`src/rtl/ifetch_unit_if.sv`:
```
// Instruction-memory fetch bus: request/address out, ack/data back.
// The fetch side holds imem_req until it sees imem_ack.
interface ifetch_unit_if;
   logic        imem_req;
   logic [31:0] imem_addr;
   logic        imem_ack;
   logic [31:0] imem_rdata;

   modport master (
      output imem_req,
      output imem_addr,
      input  imem_ack,
      input  imem_rdata
   );

   modport slave (
      input  imem_req,
      input  imem_addr,
      output imem_ack,
      output imem_rdata
   );
endinterface

```
`src/rtl/ifetch_unit.sv`:
```
// Fetch stage: owns the PC, fetches over imem req/ack, holds instr for decode (ack + 1 cycle).
// stall freezes the held instruction; a missing ack for IMEM_TIMEOUT cycles halts with err[1].
module ifetch_unit #(
   parameter logic [31:0] RESET_PC     = 32'h0000_3000,
   parameter int          IMEM_TIMEOUT = 16
) (
   input  logic                clk,
   input  logic                rstn,
   ifetch_unit_if.master       imem,
   input  logic                stall,
   input  logic [1:0]          pc_sel,
   input  logic [1:0]          is_jump,
   input  logic                branch_taken,
   input  logic [31:0]         jr_target,
   output logic [31:0]         instr,
   output logic [5:0]          opcode,
   output logic [5:0]          func,
   output logic                instr_valid,
   output logic [31:0]         pc,
   output logic [31:0]         pc_plus4,
   output logic [1:0]          err
);

   localparam logic [1:0] ST_IDLE  = 2'd0;
   localparam logic [1:0] ST_REQ   = 2'd1;
   localparam logic [1:0] ST_VALID = 2'd2;
   localparam logic [1:0] ST_HALT  = 2'd3;

   localparam int            CW       = $clog2(IMEM_TIMEOUT + 1);
   localparam logic [CW-1:0] CNT_LAST = CW'(IMEM_TIMEOUT - 1);

   logic [1:0]    state_q, state_d;
   logic [31:0]   pc_q, pc_d;
   logic [31:0]   instr_q, instr_d;
   logic [CW-1:0] cnt_q, cnt_d;
   logic [1:0]    err_q, err_d;

   logic [31:0]   pc_plus4_w;
   logic [31:0]   br_off;
   logic [31:0]   next_pc;
   logic          jr_misaligned;

   assign pc_plus4_w    = pc_q + 32'd4;
   assign br_off        = {{14{instr_q[15]}}, instr_q[15:0], 2'b00};
   assign jr_misaligned = (is_jump == 2'd3) && (jr_target[1:0] != 2'b00);

   // Jumps outrank branches; pc_sel values other than 01 fall through to sequential.
   always_comb begin
      next_pc = pc_plus4_w;
      if (is_jump == 2'd3) begin
         next_pc = {jr_target[31:2], 2'b00};
      end else if (is_jump != 2'd0) begin
         next_pc = {pc_plus4_w[31:28], instr_q[25:0], 2'b00};
      end else if ((pc_sel == 2'b01) && branch_taken) begin
         next_pc = pc_plus4_w + br_off;
      end
   end

   always_comb begin
      state_d = state_q;
      pc_d    = pc_q;
      instr_d = instr_q;
      cnt_d   = cnt_q;
      err_d   = err_q;
      case (state_q)
         ST_IDLE: begin
            cnt_d   = '0;
            state_d = ST_REQ;
         end
         ST_REQ: begin
            if (imem.imem_ack) begin
               instr_d = imem.imem_rdata;
               cnt_d   = '0;
               state_d = ST_VALID;
            end else if (cnt_q == CNT_LAST) begin
               err_d[1] = 1'b1;
               state_d  = ST_HALT;
            end else begin
               cnt_d = cnt_q + CW'(1);
            end
         end
         ST_VALID: begin
            if (!stall) begin
               pc_d    = next_pc;
               cnt_d   = '0;
               state_d = ST_REQ;
               if (jr_misaligned) begin
                  err_d[0] = 1'b1;
               end
            end
         end
         default: begin
            state_d = ST_HALT;
         end
      endcase
   end

   always_ff @(posedge clk or negedge rstn) begin
      if (!rstn) begin
         state_q <= ST_IDLE;
         pc_q    <= RESET_PC;
         instr_q <= 32'h0;
         cnt_q   <= '0;
         err_q   <= 2'b00;
      end else begin
         state_q <= state_d;
         pc_q    <= pc_d;
         instr_q <= instr_d;
         cnt_q   <= cnt_d;
         err_q   <= err_d;
      end
   end

   // Outputs decode straight from the state register so reset drops imem_req at once.
   assign imem.imem_req  = (state_q == ST_REQ);
   assign imem.imem_addr = pc_q;
   assign instr_valid    = (state_q == ST_VALID);
   assign instr          = instr_q;
   assign opcode         = instr_q[31:26];
   assign func           = instr_q[5:0];
   assign pc             = pc_q;
   assign pc_plus4       = pc_plus4_w;
   assign err            = err_q;

endmodule

```
`src/flat_wrapper.sv`:
```
// flat-port wrapper written by rule: the top's interface ports become plain ports
module ifetch_unit_flat 
#(
   parameter logic [31:0] RESET_PC     = 32'h0000_3000,
   parameter int          IMEM_TIMEOUT = 16
)
  (clk, rstn, stall, pc_sel, is_jump, branch_taken, jr_target, instr, opcode, func, instr_valid, pc, pc_plus4, err, imem_imem_req, imem_imem_addr, imem_imem_ack, imem_imem_rdata);
  ifetch_unit_if imem_i ();
  input  logic clk;
  input  logic rstn;
  input  logic stall;
  input  logic [1:0] pc_sel;
  input  logic [1:0] is_jump;
  input  logic branch_taken;
  input  logic [31:0] jr_target;
  output logic [31:0] instr;
  output logic [5:0] opcode;
  output logic [5:0] func;
  output logic instr_valid;
  output logic [31:0] pc;
  output logic [31:0] pc_plus4;
  output logic [1:0] err;
  output wire logic [$bits(imem_i.imem_req)-1:0] imem_imem_req;
  output wire logic [$bits(imem_i.imem_addr)-1:0] imem_imem_addr;
  input wire logic [$bits(imem_i.imem_ack)-1:0] imem_imem_ack;
  input wire logic [$bits(imem_i.imem_rdata)-1:0] imem_imem_rdata;
  assign imem_imem_req = imem_i.imem_req;
  assign imem_imem_addr = imem_i.imem_addr;
  assign imem_i.imem_ack = imem_imem_ack;
  assign imem_i.imem_rdata = imem_imem_rdata;
  ifetch_unit #(.RESET_PC(RESET_PC), .IMEM_TIMEOUT(IMEM_TIMEOUT)) u_core (.clk(clk), .rstn(rstn), .imem(imem_i), .stall(stall), .pc_sel(pc_sel), .is_jump(is_jump), .branch_taken(branch_taken), .jr_target(jr_target), .instr(instr), .opcode(opcode), .func(func), .instr_valid(instr_valid), .pc(pc), .pc_plus4(pc_plus4), .err(err));
endmodule
```
`config.mk`:
```
export PLATFORM = sky130hd
export DESIGN_NAME = ifetch_unit_flat
export DESIGN_NICKNAME = d
export VERILOG_FILES = /design/src/rtl/ifetch_unit_if.sv /design/src/rtl/ifetch_unit.sv /design/src/flat_wrapper.sv
export SDC_FILE = /design/constraint.sdc
export NUM_CORES = 1
export LEC_CHECK = 0
export ABC_CLOCK_PERIOD_IN_PS = 6700
export BUFFER_PORTS_ARGS = -buffer_cell sky130_fd_sc_hd__buf_4
export CAP_MARGIN = 20
export CELL_PAD_IN_SITES_DETAIL_PLACEMENT = 1
export CELL_PAD_IN_SITES_GLOBAL_PLACEMENT = 2
export CORE_ASPECT_RATIO = 1.1
export CORE_UTILIZATION = 32
export CTS_BUF_LIST = sky130_fd_sc_hd__clkbuf_4 sky130_fd_sc_hd__clkbuf_8
export DETAILED_ROUTE_END_ITERATION = 7
export PLACE_DENSITY = 0.86
export SLEW_MARGIN = 30
export SYNTH_ARGS = -nofsm -noshare
export SYNTH_HDL_FRONTEND = slang
export SYNTH_SLANG_ARGS = --single-unit
```
`constraint.sdc`:
```
create_clock -name clk -period 6.7 [get_ports clk]
set_clock_uncertainty 0.15 [all_clocks]
set_input_delay 0.67 -clock clk [delete_from_list [all_inputs] [get_ports clk]]
set_output_delay 0.67 -clock clk [all_outputs]
set_load 0.005 [all_outputs]
```
==> impl_metrics.json, run 1 <==
{
  "status": "finished, final reports clean",
  "syn_avg_cell_area_sq_um": 8.60,
  "antenna_found_initial": 0,
  "start_kind": "flip-flop",
  "wl_um": 24000,
  "clkSinkCount": 71,
  "synth_top_family_by_area": "compound AO/OA/AOI/OAI gates",
  "clk_pin_slew_worst_paths_ns": 0.10,
  "required_ns": 6.83,
  "p_leak_nw": 4.14,
  "cts.path.max_buffers": 2,
  "worstMarginPinSlew_ns": 0.882,
  "io_pins": 217,
  "grt_pass1_wl_um": 36900,
  "maxSlewViolCount": 0,
  "die_area_sq_um": 20600,
  "clk_latency_ns": 0.39,
  "fin_setup_tns_ns": 0,
  "grt_max_degree": 72,
  "synth.yosys.seq_area_share_pct": 27.7,
  "r2r_slack_ns": 2.32,
  "async_flop_share_pct": 100,
  "arrival_ns": 4.51,
  "place.gp.congestion": 0.867,
  "yosys.area.top_type": "dfrtp_1",
  "synthMuxAreaShare_pct": 9.52,
  "synth_compound_area_share_pct": 22.0,
  "die_height_um": 150,
  "synth-seq-cells": 71,
  "fin_crit_sh_pct": 65.4,
  "peakVddDrop_mv": 0.0790,
  "end_kind": "flip-flop",
  "numPortBuffers": 210,
  "synth_warnings": 0,
  "overflow": 0,
  "synth_xor_area_share_pct": 6.93,
  "dpl.hpwl_um": 18100,
  "syn_to_final_growth_pct": 26.1,
  "rows": 53,
  "cts_tree": "yes",
  "synth_common_cells": "nand2_1, dfrtp_1, nor2_1, buf_4, a21oi_1",
  "finalInstanceArea_sq_um": 8080,
  "final_hold_viol_count": 0,
  "h-tree-depth": 3,
  "final_layout_size_suffix_gt1_share_pct": 32.4,
  "synth_top_area_share_pct": 26.9,
  "slew_headroom_pct": 40.6,
  "track_usage_pct": 23.9,
  "timing.hold.ws_ns": 0.156,
  "rsz0062_at_grt": "no",
  "drt_iter0_markers": 305,
  "drv_cap": 0,
  "cts.root.buffer_cell": "clkbuf_8",
  "ff2ff_path_depth": 14,
  "synth-edff-count": 0,
  "ant_nets": 0,
  "synthMostInstantiatedCell": "nand2_1",
  "drc": 0,
  "first_pass_iters": 4,
  "synth_fa_ha_area_share_pct": 7.92,
  "synth.area.top_cells": "dfrtp_1, ha_1, mux2_2",
  "final_nets": 1011,
  "dpl_cell_area_sq_um": 7870,
  "cts-resized-gates": 0,
  "crit_fanout": 8,
  "p_per_area_nw_per_um2": 114,
  "ys_types": 72,
  "hold_class": "in -> async",
  "worstSetupPathType": "reg -> reg",
  "vias": 6270,
  "cts_hold_buf": 0,
  "synth.cell_area_sq_um": 6410,
  "setup_violations": 0,
  "synth_cells": 746,
  "r2r-start": "u_core.imem.imem_addr[4]",
  "rr_endpoint": "u_core.imem.imem_addr[31]",
  "cts_buffers": 9,
  "wl_per_cell_um": 20.9,
  "grt_pass1_vias": 6385,
  "core_sq_um": 19400,
  "synthSimpleGateAreaFrac_pct": 16.8,
  "min_period_ns": 4.38,
  "via_per_inst": 5.45,
  "die_x_um": 137,
  "initial_utilization_pct": 33.1,
  "cts_setup_buffers": 0,
  "diodes": 0,
  "max_freq_mhz": 228,
  "yosys_most_used_dff": "dfrtp_1",
  "dp_slack_ns": 2.38,
  "fin_ws_ns": 2.32
}
## per-layer routing
metal  track usage, %  part of all wire [%]  vias to the layer above
met2             38.6                    47                      188
met1             32.2                    46                     3102
met4             6.59                   1.8                        0
li1                 -                     -                     2956
met3             4.88                   5.5                       24
met5                0                     0                        -
## cell type report
cell class	count	area, sq um
inverters	17	63.8
clock inverters	7	86.3
repair buffers	219	1650
flip-flops and latches	71	1780
fillers	2334	11300
clock buffers	9	124
well taps	247	309
multi-input cells	580	4070
## critical path: stages, from the launching register on
cell and delay (ns):
dfrtp_1 0.51, nand4_2 0.22, nor4_1 0.77, nand2_1 0.14, xnor2_1 0.20, ha_1 0.41, nand3_1 0.15, or4_1 0.54
nor4_2 0.22, o21ai_0 0.19, a21boi_1 0.27, o21ai_0 0.12, nand3b_1 0.11, mux2i_1 0.18, nand3_1 0.08
## metrics by stage
step	std cells	utilization [%]	total power, W
2_1_floorplan	751	-	0.000474
3_3_place_gp	1134	40.6	0.000526
3_5_place_dp	1134	40.7	0.000527
4_1_cts	1150	41.7	0.000934
5_1_grt	1150	41.7	0.000952
6_report	1150	41.7	0.000921
## placed cells by master (no fill, tap or decap), types with 17 or more instances in the layout
cell type,synthesis,routed
a21o_1,24,24
a21oi_1,43,43
buf_4,51,218
dfrtp_1,69,69
ha_1,39,39
inv_1,17,17
mux2_2,40,40
nand2_1,72,72
nand3_1,27,27
nor2_1,54,54
o21ai_0,42,42
xnor2_1,34,34
## flip-flops by register name, summed over array words and instances (netlist names)
name	count
u_core.imem.imem_addr	30
u_core.cnt_q	5
u_core.err	2
u_core.instr	32
u_core.state_q	2
## power by group
part / leakage (nW) / switching (W) / internal [W]
sequential: 0.964 / 0 / 0.000428
clock: 0.104 / 0.000223 / 0.000181
combinational: 3.07 / 0.0000477 / 0.0000413
## worst max-delay path by stage
stage,startpoint,endpoint,slack [ns],cells after the start
after floorplan,u_core.imem.imem_addr[2],u_core.imem.imem_addr[23],2.92,16
after global placement,u_core.imem.imem_addr[4],u_core.imem.imem_addr[31],2.53,14
final,u_core.imem.imem_addr[4],u_core.imem.imem_addr[31],2.32,14
after global routing,u_core.imem.imem_addr[4],u_core.imem.imem_addr[31],1.90,14
after detailed placement,u_core.imem.imem_addr[4],u_core.imem.imem_addr[31],2.38,14
after CTS,u_core.imem.imem_addr[4],u_core.imem.imem_addr[31],2.36,14
## logic make-up (layout without fill, tap and decap cells)
| logic type | count (synthesis) | count (layout) |
|---|---|---|
| AO/OA/AOI/OAI | 209 | 209 |
| XOR/XNOR | 49 | 49 |
| adder cells (fa/ha/maj) | 40 | 40 |
| buffers and inverters | 100 | 252 |
| flip-flops | 71 | 71 |
| multiplexers | 56 | 56 |
| other | 1 | 6 |
| AND/OR/NAND/NOR | 220 | 220 |
No activity file was read; power rests on OpenSTA's default activity.
==> run 2: changes to the inputs <==
--- a/config.mk
+++ b/config.mk
@@ -5,16 +5,16 @@
 export SDC_FILE = /design/constraint.sdc
 export NUM_CORES = 1
 export LEC_CHECK = 0
-export ABC_CLOCK_PERIOD_IN_PS = 6700
+export ABC_CLOCK_PERIOD_IN_PS = 4500
 export BUFFER_PORTS_ARGS = -buffer_cell sky130_fd_sc_hd__buf_4
 export CAP_MARGIN = 20
 export CELL_PAD_IN_SITES_DETAIL_PLACEMENT = 1
 export CELL_PAD_IN_SITES_GLOBAL_PLACEMENT = 2
 export CORE_ASPECT_RATIO = 1.1
-export CORE_UTILIZATION = 32
+export CORE_UTILIZATION = 30
 export CTS_BUF_LIST = sky130_fd_sc_hd__clkbuf_4 sky130_fd_sc_hd__clkbuf_8
 export DETAILED_ROUTE_END_ITERATION = 7
-export PLACE_DENSITY = 0.86
+export PLACE_DENSITY = 0.81
 export SLEW_MARGIN = 30
 export SYNTH_ARGS = -nofsm -noshare
 export SYNTH_HDL_FRONTEND = slang
==> constraint.sdc (replaced) <==
create_clock -name clk -period 4.5 [get_ports clk]
set_clock_uncertainty 0.15 [all_clocks]
set_input_delay 0.45 -clock clk [delete_from_list [all_inputs] [get_ports clk]]
set_output_delay 0.45 -clock clk [all_outputs]
set_load 0.005 [all_outputs]
==> impl_metrics.json, run 2 (synthesis results as in run 1) <==
{
  "core_sq_um": 20800,
  "clkSinkCount": 71,
  "ff2ff_path_depth": 15,
  "final_hold_viol_count": 0,
  "die_height_um": 155,
  "clk_latency_ns": 0.38,
  "crit_fanout": 7,
  "largest_reg_flops": 32,
  "syn_to_final_growth_pct": 28.0,
  "wl_per_cell_um": 20.2,
  "final_common_cell": "buf_4",
  "initial_utilization_pct": 30.9,
  "via_per_inst": 5.24,
  "slew_headroom_pct": 38.9,
  "overflow": 0,
  "p_int_w": 0.000963,
  "p_comb_share_pct": 10.0,
  "place.gp.congestion": 0.876,
  "setup_violations": 0,
  "start_kind": "flip-flop",
  "p_per_area_nw_per_um2": 164,
  "p_clk_share_pct": 42.8,
  "grt_pass1_vias": 6391,
  "wl_um": 24200,
  "final_cell_mix": "buf_4, nand2_1, dfrtp_1",
  "final_layout_size_suffix_gt1_share_pct": 33.5,
  "dpl.cell_count": 1181,
  "p_leak_nw": 4.18,
  "grt_pass1_wl_um": 37800,
  "dpl_cell_area_sq_um": 7990,
  "worstMarginPinSlew_ns": 0.914,
  "cts.root.buffer_cell": "clkbuf_8",
  "vias": 6274,
  "track_usage_pct": 22.6,
  "rows": 55,
  "end_kind": "flip-flop",
  "r2r-start": "u_core.imem.imem_addr[5]",
  "whs_path_depth": 2,
  "dp_slack_ns": 0.270,
  "hold_class": "in -> reg",
  "antenna_found_initial": 0,
  "clk_pin_slew_worst_paths_ns": 0.10,
  "max_freq_mhz": 239,
  "worstSetupPathType": "reg -> reg",
  "min_period_ns": 4.18,
  "diodes": 0,
  "peakVddDrop_mv": 0.138,
  "die_area_sq_um": 22000,
  "switchingPower_w": 0.000387,
  "drt_iter0_markers": 322,
  "finalPower_w": 0.00135,
  "cts_setup_buffers": 0,
  "die_x_um": 141,
  "cts_tree": "yes",
  "grt_max_degree": 72,
  "ant_nets": 0,
  "worstSetupStartpoint": "u_core.imem.imem_addr[5]",
  "io_pins": 217,
  "maxSlewViolCount": 0,
  "h-tree-depth": 3,
  "swShare_pct": 28.7,
  "fin_setup_tns_ns": 0,
  "final_nets": 1021,
  "cts_buffers": 9,
  "status": "finished, final reports clean",
  "min_from": "imem_imem_ack",
  "drv_cap": 0,
  "fin_crit_sh_pct": 92.9,
  "cts.path.max_buffers": 2,
  "arrival_ns": 4.30,
  "drc": 0,
  "required_ns": 4.62,
  "finalInstanceArea_sq_um": 8210,
  "stdcell_count": 1198,
  "numPortBuffers": 210,
  "rsz0062_at_grt": "no",
  "p_seq_share_pct": 47.2,
  "first_pass_iters": 4,
  "dpl.hpwl_um": 18500,
  "fin_ws_ns": 0.320
}
[run 2: cell types whose count changed in the layout (fill, tap and decap cells not counted), sizes merged]
cell / delta
buf: +9
clkinv: +1
dlygate4sd3: +1
inv: -1
[run 2: layout make-up]
type / instances / area [sq um]
repair buffers: 229 / 1730
clock buffers: 9 / 124
fillers: 2548 / 12600
inverters: 17 / 63.8
clock inverters: 7 / 77.6
well taps: 285 / 357
flip-flops and latches: 71 / 1780
multi-input cells: 580 / 4080
[run 2: layer usage]
metal / track usage, % / vias to the layer above / wire (um)
met1: 29.7 / 3098 / 10900
li1: - / 2984 / -
met4: 6.86 / 0 / 476
met2: 37.6 / 167 / 11600
met3: 3.72 / 25 / 1200
met5: 0 / - / 0
[run 2: power groups by stage]
| stage | logic (W) | registers [W] | clock network [W] |
|---|---|---|---|
| floorplan | 0.0000554 | 0.000650 | 0 |
| global placement | 0.000135 | 0.000650 | 0 |
| detailed placement | 0.000137 | 0.000650 | 0 |
| CTS | 0.000138 | 0.000638 | 0.000595 |
| global route | 0.000148 | 0.000638 | 0.000620 |
| finish | 0.000135 | 0.000638 | 0.000577 |
[run 2: worst paths after layout]
| path | endpoint | slack, ns |
|---|---|---|
| worst min register to register | u_core.err[1] | 0.32 |
| min in group asynchronous | u_core.instr[31] | 0.52 |
| worst min-delay path | u_core.state_q[0] | 0.14 |
| worst max register to register | u_core.imem.imem_addr[28] | 0.32 |
| max in group asynchronous | u_core.imem.imem_addr[4] | 3.17 |
| worst max-delay path | u_core.imem.imem_addr[28] | 0.32 |
[run 2: timing repair]
action                                  in CTS  in global routing
endpoints found under the hold margin       69                  0
endpoints found under the setup margin       0                  1
hold buffers                                 1                  0
resized for setup                            0                  2
[run 2: critical path, cell delays in order (launching register included)]
cell and delay, ns:
dfrtp_1 0.50, nand4_2 0.21, or4_4 0.58, nor2_4 0.17
nand3_1 0.10, xnor2_1 0.51, ha_1 0.39, a21o_1 0.20
a21o_1 0.17, a21o_1 0.18, a21o_1 0.17, a21o_1 0.17
a31oi_1 0.17, o31ai_1 0.13, mux2i_1 0.17, nand3_1 0.09
[run 2: stage by stage]
| step | hold slack, ns | util (%) |
|---|---|---|
| 2_1_floorplan | 0.00441 | - |
| 3_3_place_gp | 0.308 | 38.4 |
| 3_5_place_dp | 0.312 | 38.5 |
| 4_1_cts | 0.124 | 39.5 |
| 5_1_grt | 0.124 | 39.5 |
| 6_report | 0.140 | 39.5 |
